### src/rtl/la_out_arbiter.sv
// la_out_arbiter
//   Owns the 128-bit logic-analyzer output storage and is its only writer.
//   Two requesters (0: host bus bridge, 1: on-chip test sequencer) share
//   write access. Each write updates one 32-bit lane under byte enables.
//   Requesters are granted round-robin, and each write goes through a
//   three-state sequence (one write per 3 cycles).
//
// Ports
//   sys_clk, sys_rst         clock; synchronous active-high reset
//   reqN_valid/ready         handshake for requester N (ready from flops only)
//   reqN_addr                lane select (lane k = la_output[32k+31:32k])
//   reqN_wdata, reqN_sel     write data and byte enables
//   grant                    one-hot owner of current transaction, 0 when idle
//   update_pulse             one-cycle pulse after the storage changes
//   la_output                storage contents (direct from flops)
//
// state  | meaning
// IDLE   | no transaction; arbitrate between pending valids
// ACCEPT | grant held, granted requester sees ready; capture or abort
// COMMIT | apply captured byte-enabled write, advance round-robin
module la_out_arbiter #(
  parameter logic [127:0] RESET_VALUE = 128'd0
) (
  input  logic         sys_clk,
  input  logic         sys_rst,
  input  logic         req0_valid,
  output logic         req0_ready,
  input  logic [1:0]   req0_addr,
  input  logic [31:0]  req0_wdata,
  input  logic [3:0]   req0_sel,
  input  logic         req1_valid,
  output logic         req1_ready,
  input  logic [1:0]   req1_addr,
  input  logic [31:0]  req1_wdata,
  input  logic [3:0]   req1_sel,
  output logic [1:0]   grant,
  output logic         update_pulse,
  output logic [127:0] la_output
);

  typedef enum logic [1:0] {IDLE, ACCEPT, COMMIT} state_t;

  state_t        state;
  logic          rr;
  logic [1:0]    grant_q;
  logic [1:0]    hold_addr;
  logic [31:0]   hold_wdata;
  logic [3:0]    hold_sel;
  logic [127:0]  storage;
  logic          update_q;

  logic          win1;
  logic          granted_valid;
  logic [1:0]    granted_addr;
  logic [31:0]   granted_wdata;
  logic [3:0]    granted_sel;

  // With both valid the pointer decides; otherwise the lone requester wins.
  assign win1 = (req0_valid & req1_valid) ? rr : req1_valid;

  assign granted_valid = grant_q[1] ? req1_valid : req0_valid;
  assign granted_addr  = grant_q[1] ? req1_addr  : req0_addr;
  assign granted_wdata = grant_q[1] ? req1_wdata : req0_wdata;
  assign granted_sel   = grant_q[1] ? req1_sel   : req0_sel;

  always_ff @(posedge sys_clk) begin
    if (sys_rst) begin
      state      <= IDLE;
      rr         <= 1'b0;
      grant_q    <= 2'b00;
      hold_addr  <= 2'd0;
      hold_wdata <= 32'd0;
      hold_sel   <= 4'd0;
      storage    <= RESET_VALUE;
      update_q   <= 1'b0;
    end else begin
      update_q <= (state == COMMIT);
      case (state)
        IDLE: begin
          if (req0_valid | req1_valid) begin
            grant_q <= win1 ? 2'b10 : 2'b01;
            state   <= ACCEPT;
          end else begin
            grant_q <= 2'b00;
          end
        end
        ACCEPT: begin
          if (granted_valid) begin
            hold_addr  <= granted_addr;
            hold_wdata <= granted_wdata;
            hold_sel   <= granted_sel;
            state      <= COMMIT;
          end else begin
            // Requester withdrew: no write, pointer untouched.
            grant_q <= 2'b00;
            state   <= IDLE;
          end
        end
        COMMIT: begin
          for (int b = 0; b < 4; b++) begin
            if (hold_sel[b])
              storage[{hold_addr, 2'(b), 3'd0} +: 8] <= hold_wdata[8*b +: 8];
          end
          // Preference moves to the requester that did not just write.
          rr      <= grant_q[0];
          grant_q <= 2'b00;
          state   <= IDLE;
        end
        default: begin
          grant_q <= 2'b00;
          state   <= IDLE;
        end
      endcase
    end
  end

  assign req0_ready   = (state == ACCEPT) & grant_q[0];
  assign req1_ready   = (state == ACCEPT) & grant_q[1];
  assign grant        = grant_q;
  assign update_pulse = update_q;
  assign la_output    = storage;

endmodule
### config.mk
export PLATFORM = sky130hd
export DESIGN_NAME = la_out_arbiter
export DESIGN_NICKNAME = d
export VERILOG_FILES = /design/src/rtl/la_out_arbiter.sv
export SDC_FILE = /design/constraint.sdc
export NUM_CORES = 1
export LEC_CHECK = 0
export ABC_AREA = 1
export BUFFER_PORTS_ARGS = -buffer_cell sky130_fd_sc_hd__buf_2
export CELL_PAD_IN_SITES_DETAIL_PLACEMENT = 0
export CELL_PAD_IN_SITES_GLOBAL_PLACEMENT = 2
export CORE_MARGIN = 2
export CORE_UTILIZATION = 28
export CTS_BUF_LIST = sky130_fd_sc_hd__clkbuf_4 sky130_fd_sc_hd__clkbuf_8
export DETAILED_ROUTE_END_ITERATION = 6
export PLACE_DENSITY = 0.91
export SLEW_MARGIN = 20
export SYNTH_ARGS = -nofsm -noshare
export SYNTH_HDL_FRONTEND = slang
export SYNTH_SLANG_ARGS = --single-unit
### constraint.sdc
create_clock -name sys_clk -period 2.4 [get_ports sys_clk]
set_input_delay 0.36 -clock sys_clk [delete_from_list [all_inputs] [get_ports sys_clk]]
set_output_delay 0.36 -clock sys_clk [all_outputs]
set_load 0.05 [all_outputs]
==> results.yml <==
run_status:
  status: "complete, no violations"
cells_and_area:
  fin_nets: 1651
  drive_gt1_share_pct: 18.0
  final_util_pct: 34.7
  nFillCells: 3346
  syn_to_final_growth_pct: 22.2
  multi_input_area_sq_um: 4000
  num_antenna_cells: 0
  regArea_sq_um: 3450
drt:
  drt-initial-drc-count: 456
  finalWirelength_mm: 26.2
  wl_per_cell_um: 13.3
  ant_nets: 0
  drc: 0
  dr.pass1.iters: 5
  vias: 8394
  via_per_inst: 4.27
timing:
  fin_skew_ns: 0.0180
  setup_viol: 0
  rsz0062_at_grt: "no"
  fin_hold_ws_ns: 0.177
  report.final.hold_viol_count: 0
  timing.final.ws_setup_ns: 0.272
  fin_crit_sh_pct: 88.7
  max_freq_mhz: 470
  period_needed_ns: 2.13
  fin_setup_tns_ns: 0
  tightest_slew_ns: 0.662
  slew_headroom_pct: 55.7
  drv_slew: 0
critical_path:
  regToRegSetupSlack_ns: 0.48
  arrival_ns: 1.77
  cp_data_required_time_ns: 2.04
  cp-start-kind: "flop"
  crit_path_end_kind: "output pin"
  critical_path.max_fanout: 7
  crit_type: "reg2out"
pwr:
  leakage_uw: 0.00558
  switching_share_pct: 28.3
  clockPowerShare_pct: 37.8
  p_int_uw: 4180
  share_comb_of_total_power_pct: 11.5
  p_per_area_nw_per_um2: 570
  vdd_drop_max_v: 0.000247
  total_power_uw: 5840
  p_seq_share_pct: 50.7
  p_switching_uw: 1650
die:
  rows: 63
  die_area_sq_um: 31300
  die_x_um: 177
  die_y_um: 177
  coreArea_sq_um: 29600
  io_pins: 213
  start_util_pct: 28.4
placed_design:
  place_hpwl_mm: 18.6
  gp_congestion: 0.794
  io_buffer_count: 212
  post-place-ws_ns: 0.461
cts:
  cts_buffers: 17
  root_buffer: "clkbuf_8"
  path_clk_slew_ns: 0.10
  clock_path_buffers: 2
  cts_tree: "done"
  insertion_delay_ns: 0.45
  cts_setup_buffers: 0
  htree_num_levels: 4
  cts.sinks: 172
  cts-resized-gates: 0
  holdBufCountCts: 0
grt:
  grt_overflow: 0
  grt_antenna_before_repair: 0
  grt_use_total_pct: 16.9
  grt_max_degree: 53
  grt_pass1_wl_mm: 41.1
  grt_pass1_vias: 7636
logic_synthesis:
  syn_nets: 1474
  syn_avg_cell_area_sq_um: 6.04
  yosys.cell_types.count: 20
  synth-seq-cells: 172
  yosysSeqAreaShare_pct: 41.1
  syn-instance-count: 1389
  ys_warn_count: 0
  netlist_area_sq_um: 8380
min_path:
  hp-class: "in2reg"
job:
  maxCapViolCount: 0
-- logic make-up (layout without fill, tap and decap cells) --
| kind of cell | count (synthesis) | in the layout | synth area share, % |
|---|---|---|---|
| and+or+nand+nor | 971 | 971 | 46.5 |
| buffers and inverters | 233 | 422 | 11.2 |
| adders and majority gates | 5 | 5 | 0.746 |
| DFF | 172 | 172 | 41.1 |
| AOI/OAI and AO/OA | 8 | 8 | 0.477 |
-- cell usage in the layout (no fill, tap or decap) --
cell type   count
clkinvlp_4      4
inv_4           1
inv_6           1
clkbuf_4        1
clkinv_1        1
bufinv_16       2
nand3_4         5
inv_2           4
nand3_1        45
nand4_1         2
nor2_1        368
buf_12          6
nand2_2         1
inv_1         152
buf_2         212
nand3_2         5
o21ai_0         5
a21oi_1         3
nand2_1       474
buf_4          15
dfxtp_1       169
ha_1            5
nor3_1         70
clkinv_4        1
dfxtp_2         3
clkbuf_8       22
nor2_2          1
-- cell usage after synthesis --
cell type / number / area (sq um)
a21oi_1: 3 / 15.0
buf_1: 2 / 7.51
buf_2: 24 / 120
buf_4: 2 / 15.0
buf_6: 4 / 45.0
clkbuf_1: 43 / 161
clkinv_1: 2 / 7.51
dfxtp_1: 172 / 3440
ha_1: 5 / 62.6
inv_1: 153 / 574
inv_2: 3 / 11.3
nand2_1: 475 / 1780
nand3_1: 45 / 225
nand3_2: 5 / 50.1
nand3_4: 5 / 87.6
nand4_1: 2 / 12.5
nor2_1: 368 / 1380
nor2_2: 1 / 6.26
nor3_1: 70 / 350
o21ai_0: 5 / 25.0
-- layout make-up --
| cell class | count | share of cell area, % |
|---|---|---|
| Tap cell | 390 | 4.76 |
| Timing Repair Buffer | 233 | 12.6 |
| Inverter | 158 | 5.81 |
| Multi-Input combinational cell | 984 | 39.1 |
| Clock buffer | 23 | 3.03 |
| Sequential cell | 172 | 33.7 |
| Clock inverter | 8 | 1.05 |
-- flip-flops by register name, indices dropped and copies added, names as in the netlist --
register      count
grant             2
hold_wdata       32
state             2
hold_sel          4
rr                1
hold_addr         2
la_output       128
update_pulse      1
-- per-stage QoR --
stage / cell area (sq um) / cells
global route: 10200 / 1968
finish: 10200 / 1968
global placement: 9830 / 1937
detailed placement: 9830 / 1937
CTS: 10200 / 1968
floorplan: 8380 / 1389
-- final timing paths --
check,start,end,depth (start not counted)
hold / removal,sys_rst,grant[1],2
hold reg to reg,rr,rr,2
setup / recovery,state[0],req1_ready,5
setup reg to reg,hold_addr[0],la_output[15],7
-- critical path, cell delays in order, from the launching register on --
cell     delay (ns)
dfxtp_1        0.37
inv_1          0.12
nor2_1         0.27
inv_1          0.10
nor2_1         0.17
buf_2          0.30
-- per-layer routing --
metal  track usage, %  share of wire (%)  up-vias
met1             23.2                 49     3718
met2             26.8                 45      198
li1                 -                  -     4460
met4             5.06                1.5        0
met3             3.07                4.9       18
met5                0                  0        -
-- power by group through the flow --
stage | Clock (uW) | Sequential [uW] | Combinational, uW
6_report | 2210 | 2960 | 669
5_1_grt | 2400 | 2970 | 755
4_1_cts | 2280 | 2960 | 677
3_5_place_dp | 0 | 3030 | 675
3_3_place_gp | 0 | 3030 | 673
2_1_floorplan | 0 | 3030 | 408
Note: power is estimated with default switching activity, not from simulation.
